--- config.mk ---
export PLATFORM = sky130hd
export DESIGN_NAME = cordic_iter_ctrl
export DESIGN_NICKNAME = d
export VERILOG_FILES = /design/src/rtl/cordic_pkg.sv /design/src/rtl/cordic_micro_rot.sv /design/src/rtl/cordic_iter_ctrl.sv
export SDC_FILE = /design/constraint.sdc
export NUM_CORES = 1
export LEC_CHECK = 0
export CAP_MARGIN = 20
export CORE_MARGIN = 3
export CORE_UTILIZATION = 40
export CTS_CLUSTER_SIZE = 30
export DETAILED_ROUTE_END_ITERATION = 16
export SYNTH_ARGS = -nofsm -noshare
export SYNTH_HDL_FRONTEND = slang
export SYNTH_SLANG_ARGS = --single-unit
--- constraint.sdc ---
create_clock -name clk -period 8.4 [get_ports clk]
set_input_delay 2.52 -clock clk [delete_from_list [all_inputs] [get_ports clk]]
set_output_delay 2.52 -clock clk [all_outputs]
set_load 0.02 [all_outputs]
--- src/rtl/cordic_pkg.sv ---
// Shared constants, atan table and FSM state type for the iterative CORDIC vectoring controller.
package cordic_pkg;

  localparam logic [31:0] ANGLE_180  = 32'h8000_0000;
  localparam logic [31:0] ANGLE_22P5 = 32'h1000_0000;

  // atan(2^-i) scaled so that a full circle is 2^32
  localparam logic [31:0] ATAN [16] = '{
    32'h2000_0000, 32'h12E4_051E, 32'h09FB_385B, 32'h0511_11D4,
    32'h028B_0D43, 32'h0145_D7E1, 32'h00A2_F61E, 32'h0051_7C55,
    32'h0028_BE53, 32'h0014_5F2F, 32'h000A_2F98, 32'h0005_17CC,
    32'h0002_8BE6, 32'h0001_45F3, 32'h0000_A2FA, 32'h0000_517D
  };

  typedef enum logic [1:0] {IDLE, ITER, DONE} state_e;

  function automatic logic [31:0] atan_lookup(input logic [3:0] idx);
    return ATAN[idx];
  endfunction

endpackage

--- src/rtl/cordic_micro_rot.sv ---
// One CORDIC vectoring micro-rotation: drives y toward zero, accumulating the rotated angle in z.
module cordic_micro_rot #(
  parameter int unsigned Width = 13
) (
  input  logic [Width-1:0] x_i,
  input  logic [Width-1:0] y_i,
  input  logic [31:0]      z_i,
  input  logic [3:0]       shift_i,
  input  logic [31:0]      atan_i,
  output logic [Width-1:0] x_o,
  output logic [Width-1:0] y_o,
  output logic [31:0]      z_o
);

  logic signed [Width-1:0] x_s, y_s, x_sh, y_sh;

  assign x_s  = x_i;
  assign y_s  = y_i;
  assign x_sh = x_s >>> shift_i;
  assign y_sh = y_s >>> shift_i;

  always_comb begin
    if (!y_s[Width-1]) begin
      x_o = x_s + y_sh;
      y_o = y_s - x_sh;
      z_o = z_i + atan_i;
    end else begin
      x_o = x_s - y_sh;
      y_o = y_s + x_sh;
      z_o = z_i - atan_i;
    end
  end

endmodule

--- src/rtl/cordic_iter_ctrl.sv ---
// Time-multiplexed CORDIC vectoring controller: magnitude (gain K uncompensated), phase and
// NMS direction sector for one Sobel gradient pair per transaction.
module cordic_iter_ctrl
  import cordic_pkg::*;
#(
  parameter int unsigned DATA_WIDTH_IN = 11,
  parameter int unsigned ITERATIONS    = 16
) (
  input  logic                     clk,
  input  logic                     rst,
  input  logic                     in_valid,
  output logic                     in_ready,
  input  logic [DATA_WIDTH_IN-1:0] gx,
  input  logic [DATA_WIDTH_IN-1:0] gy,
  output logic                     out_valid,
  input  logic                     out_ready,
  output logic [DATA_WIDTH_IN+1:0] mag_out,
  output logic [31:0]              angle_out,
  output logic [1:0]               sector_out
);

  localparam int unsigned Width    = DATA_WIDTH_IN + 2;
  localparam logic [4:0]  LastIter = 5'(ITERATIONS - 1);

  state_e           state_q, state_d;
  logic [4:0]       i_q, i_d;
  logic [Width-1:0] x_q, x_d, y_q, y_d;
  logic [31:0]      z_q, z_d;
  logic             zero_q, zero_d;

  logic [Width-1:0] gx_ext, gy_ext;
  logic [Width-1:0] x_rot, y_rot;
  logic [31:0]      z_rot;

  assign gx_ext = {{2{gx[DATA_WIDTH_IN-1]}}, gx};
  assign gy_ext = {{2{gy[DATA_WIDTH_IN-1]}}, gy};

  cordic_micro_rot #(
    .Width (Width)
  ) u_micro_rot (
    .x_i     (x_q),
    .y_i     (y_q),
    .z_i     (z_q),
    .shift_i (i_q[3:0]),
    .atan_i  (atan_lookup(i_q[3:0])),
    .x_o     (x_rot),
    .y_o     (y_rot),
    .z_o     (z_rot)
  );

  always_comb begin
    state_d = state_q;
    i_d     = i_q;
    x_d     = x_q;
    y_d     = y_q;
    z_d     = z_q;
    zero_d  = zero_q;
    case (state_q)
      IDLE: begin
        if (in_valid) begin
          // Fold the left half-plane onto the right so vectoring always converges
          if (gx[DATA_WIDTH_IN-1]) begin
            x_d = -gx_ext;
            y_d = -gy_ext;
            z_d = ANGLE_180;
          end else begin
            x_d = gx_ext;
            y_d = gy_ext;
            z_d = '0;
          end
          zero_d  = (gx == '0) && (gy == '0);
          i_d     = '0;
          state_d = ITER;
        end
      end
      ITER: begin
        x_d = x_rot;
        y_d = y_rot;
        z_d = z_rot;
        if (i_q == LastIter) begin
          state_d = DONE;
        end else begin
          i_d = i_q + 5'd1;
        end
      end
      DONE: begin
        if (out_ready) state_d = IDLE;
      end
      default: state_d = IDLE;
    endcase
  end

  always_ff @(posedge clk) begin
    if (rst) begin
      state_q <= IDLE;
      i_q     <= '0;
      x_q     <= '0;
      y_q     <= '0;
      z_q     <= '0;
      zero_q  <= 1'b0;
    end else begin
      state_q <= state_d;
      i_q     <= i_d;
      x_q     <= x_d;
      y_q     <= y_d;
      z_q     <= z_d;
      zero_q  <= zero_d;
    end
  end

  logic        show_result;
  logic [30:0] sector_sum;

  // Reset masks the handshake outputs combinationally so an aborted DONE never pulses
  assign in_ready    = (state_q == IDLE) || rst;
  assign out_valid   = (state_q == DONE) && !rst;
  assign show_result = out_valid && !zero_q;
  assign mag_out     = show_result ? x_q : '0;
  assign angle_out   = show_result ? z_q : '0;

  // Fold to 0..180 degrees, offset by 22.5 degrees, then the top two bits pick the sector
  assign sector_sum  = angle_out[30:0] + ANGLE_22P5[30:0];
  assign sector_out  = sector_sum[30:29];

endmodule
==> run metrics, run 1 <==
number of cells upsized or downsized after cts=0; synthesized instance count=1,157; kind of capture point of the worst setup path=output port; wire length of the first global-routing pass=slightly below 40,000 µm; share of Yosys cell area claimed by the top area cell type=15.2%; M3 GR Usage=2.86%; CTS tree=done; worst hold-check path type=reg2reg; Synth Area in XOR/XNOR=10.8%; most area-consuming cells after synthesis=dfxtp_1 15%, ha_1 10%, xnor2_1 6.0%, a21oi_1 6.0%, nor2_1 5.6%; number of buffer cells added on primary ports=74; root buffer cell=clkbuf_16; number of inserted diodes=0; insertion delay of the later-clocked pin in the worst-skew pair=0.35 ns; Worst VDD drop=115 µV; CP Cell Sequence=buf_2 > nor3b_1 > nor2b_2 > buf_4 > and2_1 > ha_1 > xor2_1 > clkdlybuf4s50_1; layout cell share with drive strength beyond 1=7.34%; power per unit of standard cell area=roughly 220 nW/µm²; post-DP HPWL=~18,000 µm; setup clock skew after layout=0.00543 ns; CTS hold repair buffers=0; number of flops mapped to enable cells by yosys=0; final routed wirelength across all metal layers=24,100 µm; cell taking the most area after synthesis=dfxtp_1; design internal power=approximately 1.2 mW; transition at the pin with the smallest max-transition slack=1.03 ns; Largest delay share family, worst path=buffers and inverters; share of synthesized area spent on multiplexers=10.7%; largest family of logic cells by synthesized area=simple AND/OR/NAND/NOR gates; max-cap violations=0; area growth from synthesis to final layout=13.6%; crit path buf inv count=3; flop and latch count out of synthesis=66; DR DRC count=0; total number of placement rows=53; Top-Level Pins=75; count of endpoints failing setup in the final report=0; proportion of power drawn by the clock network=20.1%; required time of the critical path=5.88 ns; Peak Freq=0.142 GHz; share of flip-flops with an asynchronous set or reset=0%; basic-gate share of the synthesized area counting and, or, nand and nor cells=23.6%; Worst setup SP type=primary input; post-synthesis compound-gate area fraction=23.2%; setup tns final=0 ns; dominant synthesized flop cell=dfxtp_1; Longest Clk Path Bufs=2; met2 track demand over resource=31.5%; pin count of the biggest net entering global routing=58; setup repair after global routing missed its margin=no; iteration count of the initial detailed-routing pass=5; critical path class=in2out; clock transition at the registers of the reported paths=0.06 ns; non-filler cells in the finished layout=about 1,500; worst max-slew margin expressed relative to the limit=a little under a third; Core Footprint=around 21,000 µm²; width of the die=153 µm; number of distinct library cells after synthesis=77; Setup Buffers After CTS=0; GR Layer Usage met1=29.1%; placed cells=around 1,400; htree depth=3; arrival time at the worst endpoint=between 4 and 5 ns; most repeated cell in the gate-level netlist after synthesis=nor2_1; portion of total power attributed to combinational logic=between 60% and 70%; post-route minimum period=7.03 ns; mean area per synthesized cell=7.51 µm²; number of DRC markers after the initial detailed-route iteration=about 590; via count normalized by instance count=5.72; outcome=complete, no violations; y dimension of the die=approximately 150 µm; part of the cycle the worst path needs=around 84%; last weighted congestion value of the routability-driven placer=~0.9; switching power total=approximately 0.93 mW; Switching Share=between 40% and 50%; worst-path fanout max=45; Seq pwr share=19.7%; initial antenna violation count=0; Final ANT Viol Nets=0; total overflow reported by the global router=0; leakage power=approximately 4.0 nW; vias in the first global route=about 7,600; area of the mapped netlist=8690 µm²; crit path max-delay cell type=clkdlybuf4s50_1; number of endpoints with negative hold slack in the final report=0; CTS sink cnt=66; Overall Global Routing Usage=20.0%; number of CTS-inserted buffers=9; Slew Limit Fails=0; effective utilization at floorplan=about two fifths; WL per Instance=~17 µm; Synth Area in Adders=10.9%; Layout Nets=~1,300; commonest cells in the synthesized netlist=130 x nor2_1, 104 x a21oi_1, 92 x nand2_1; most utilized layer in the global route result=met2; portion of the post-synthesis area used by sequential elements=between 10% and 20%; Max stage delay on crit path=roughly 0.62 ns; post-route cell area=9870 µm²; Synth Warn #=0; via count=around 8,300; Net Count, Synth=1,257; Placement Cell Area=9550 µm²; total die area=23,500 µm²
-- cell families after synthesis --
kind of cell	count (synthesis)
DFF	66
and+or+nand+nor	415
AOI/OAI and AO/OA	321
xor gates and xnor gates	107
muxes	58
buffers and inverters	116
adders and majority gates	74
-- state kept, by name, summed over array words and instances (netlist names) --
register / flops
y_q: 13
i_q: 5
zero_q: 1
x_q: 13
state_q: 2
z_q: 32
-- worst paths after layout --
kind         startpoint             to  slack [ns]  depth (start not counted)
max                 rst  sector_out[1]        1.37                          8
min              zero_q         zero_q        0.48                          2
max reg2reg      i_q[0]        z_q[31]        2.27                         20
min reg2reg      zero_q         zero_q        0.48                          2
-- placed cells by master (no fill, tap or decap), drive strengths merged, types with 13 or more instances in the layout --
cell / netlist / layout
nor2: 132 / 132
o31ai: 14 / 14
nand2: 93 / 93
buf: 17 / 14
xor2: 47 / 47
o21ai: 69 / 69
a31oi: 20 / 20
mux2i: 25 / 25
xnor2: 60 / 60
dfxtp: 66 / 66
clkdlybuf4s50: 0 / 73
nand3: 14 / 14
inv: 41 / 41
ha: 71 / 71
a21oi: 104 / 104
mux4: 24 / 24
a22oi: 16 / 16
a211oi: 14 / 14
o211ai: 13 / 13
nor3: 36 / 36
a21o: 15 / 15
and2: 49 / 49
nand2b: 15 / 15
clkbuf: 57 / 13
nor2b: 14 / 14
-- worst register-to-register path: cells and delay by family, from the launching register on --
family,cells,cell delay (ns)
AOI/OAI and AO/OA,11,3.17
DFF,1,0.31
xor gates and xnor gates,2,0.29
and+or+nand+nor,3,0.76
adders and majority gates,3,1.16
buffers and inverters,1,0.34
-- per-layer routing --
metal,vias to the layer above,wire [µm]
li1,4231,-
met1,3923,12100
met2,178,10800
met3,16,1030
met4,0,240
met5,-,0
-- power groups by stage --
stage / logic, mW / clock network, mW / registers [mW]
2_1_floorplan: 1.05 / 0 / 0.401
3_3_place_gp: 1.27 / 0 / 0.428
3_5_place_dp: 1.27 / 0 / 0.427
4_1_cts: 1.28 / 0.440 / 0.421
5_1_grt: 1.44 / 0.447 / 0.429
6_report: 1.29 / 0.429 / 0.421
-- layout make-up --
cell class / instances / area [µm²]
fillers: 2167 / 11300
multi-input cells: 975 / 6890
flip-flops and latches: 66 / 1330
repair buffers: 87 / 833
well taps: 275 / 344
clock buffers: 13 / 260
inverters: 42 / 158
clock inverters: 2 / 60.1
-- stage by stage --
step	worst slack (ns)	power, mW	utilization [%]	hold slack, ns
floorplan	1.34	1.45	-	0.445
global placement	1.42	1.70	45.0	0.466
detailed placement	1.33	1.70	45.0	0.481
CTS	1.31	2.14	46.5	0.491
global route	1.08	2.32	46.5	0.500
finish	1.37	2.14	46.5	0.485
(Power assumes the default switching activity.)
==> inputs of run 2 (changes only) <==
==> constraint.sdc (replaced) <==
create_clock -name clk -period 7.2 [get_ports clk]
set_input_delay 2.16 -clock clk [delete_from_list [all_inputs] [get_ports clk]]
set_output_delay 2.16 -clock clk [all_outputs]
set_load 0.02 [all_outputs]
==> run metrics, run 2 (synthesis results as in run 1) <==
outcome=complete, no violations; Peak Freq=0.159 GHz; via count=8,326; width of the die=153 µm; non-filler cells in the finished layout=1,462; max-cap violations=0; worst hold-check path type=reg2reg; CTS tree=done; number of endpoints with negative hold slack in the final report=0; initial antenna violation count=0; Max stage delay on crit path=0.61 ns; total die area=23,500 µm²; root buffer cell=clkbuf_16; crit path max-delay cell type=clkdlybuf4s50_1; final routed wirelength across all metal layers=24,500 µm; last weighted congestion value of the routability-driven placer=around 0.89; wire length of the first global-routing pass=40,000 µm; critical path class=in2out; worst hold margin=0.487 ns; arrival time at the worst endpoint=4.14 ns; leakage power=a little under 4 nW; vias in the first global route=7,709; setup repair after global routing missed its margin=no; most common cell after layout, fill and taps aside=nor2_1; number of flip-flops in the largest register=32; Largest delay share family, worst path=buffers and inverters; number of cells upsized or downsized after cts=0; required time of the critical path=5.04 ns; Slew Limit Fails=0; Final ANT Viol Nets=0; setup clock skew after layout=0.00629 ns; pin count of the biggest net entering global routing=57; power per unit of standard cell area=about 250 nW/µm²; htree depth=3; Worst VDD drop=128 µV; y dimension of the die=153 µm; clock transition at the registers of the reported paths=around 0.060 ns; Layout Nets=1,282; setup tns final=0 ns; Top-Level Pins=75; leading cell types in the layout, fill and taps excluded=129 x nor2_1, 104 x a21oi_1, 92 x nand2_1; post-DP HPWL=17,700 µm; transition at the pin with the smallest max-transition slack=0.880 ns; iteration count of the initial detailed-routing pass=5; CP Cell Sequence=buf_2 > nor3b_1 > nor2b_2 > buf_4 > and2_1 > ha_1 > xor2_1 > clkdlybuf4s50_1; worst max-slew margin expressed relative to the limit=40.8%; total number of placement rows=53; insertion delay of the later-clocked pin in the worst-skew pair=0.35 ns; total overflow reported by the global router=0; number of buffer cells added on primary ports=74; Core Footprint=21,200 µm²; Worst setup SP type=primary input; top register by number of flip-flops=z_q; area growth from synthesis to final layout=13.4%; kind of capture point of the worst setup path=output port; largest registers=z_q (32), x_q (13), y_q (13); count of endpoints failing setup in the final report=0; CTS sink cnt=66; Overall Global Routing Usage=20.3%; CTS hold repair buffers=0; placed cells=between 1,000 and 1,500; Setup Buffers After CTS=0; Longest Clk Path Bufs=2; DR DRC count=0; post-route minimum period=6.30 ns; number of DRC markers after the initial detailed-route iteration=480; number of inserted diodes=0; via count normalized by instance count=5.69; number of CTS-inserted buffers=9; effective utilization at floorplan=41.0%; worst-path fanout max=between 40 and 50; WL per Instance=16.8 µm; part of the cycle the worst path needs=between 80% and 90%; crit path buf inv count=3; layout cell share with drive strength beyond 1=between 7 and 8%
[run 2: cell count changes in the layout (fill, tap and decap cells not counted), sizes merged]
cell      change
clkbuf        -4
bufinv        -1
clkinvlp      +1
buf           +1
clkinv        +5
[run 2: cell type report]
type	count	area, µm²
inverters	42	158
fillers	2140	11400
multi-input cells	975	6890
repair buffers	88	841
clock buffers	9	225
clock inverters	7	70.1
well taps	275	344
flip-flops and latches	66	1330
[run 2: path summary, 6_finish.rpt]
kind	start	to	slack [ns]	depth (start not counted)
setup / recovery	rst	sector_out[1]	0.90	8
hold / removal	z_q[15]	z_q[15]	0.49	2
setup reg to reg	i_q[1]	z_q[31]	1.15	21
hold reg to reg	z_q[15]	z_q[15]	0.49	2
[run 2: worst register-to-register path, delay by kind of cell, from the launching register on]
kind	cells	cell delay (ns)
AOI/OAI and AO/OA	9	2.48
and+or+nand+nor	5	1.05
buffers and inverters	2	0.54
DFF	1	0.56
adders and majority gates	3	0.90
xor gates and xnor gates	2	0.40
[run 2: per-stage QoR]
step / util, % / total power [mW] / instance area [µm²] / setup WS [ns]
6_report: 46.5 / 2.46 / 9860 / 0.904
5_1_grt: 46.5 / 2.67 / 9860 / 0.642
4_1_cts: 46.4 / 2.46 / 9850 / 0.861
3_5_place_dp: 45.0 / 1.98 / 9550 / 0.898
3_3_place_gp: 45.0 / 1.98 / 9550 / 0.946
2_1_floorplan: - / 1.69 / 8690 / 0.863
[run 2: report_power, final]
part | internal [mW] | switching [mW] | leakage [nW]
clock network | 0.267 | 0.186 | 0.145
registers | 0.420 | 0.0712 | 0.543
logic | 0.669 | 0.841 | 3.28
total | 1.36 | 1.10 | 3.97
[run 2: routing by layer]
| layer | part of all wire (%) | up-vias | routed length (µm) | global-route usage [%] |
|---|---|---|---|---|
| met2 | 44 | 202 | 10800 | 32.2 |
| met5 | 0 | - | 0 | 0 |
| met1 | 50 | 3874 | 12300 | 29.3 |
| met3 | 4.3 | 29 | 1060 | 2.72 |
| li1 | - | 4221 | - | - |
| met4 | 1.4 | 0 | 335 | 4.79 |
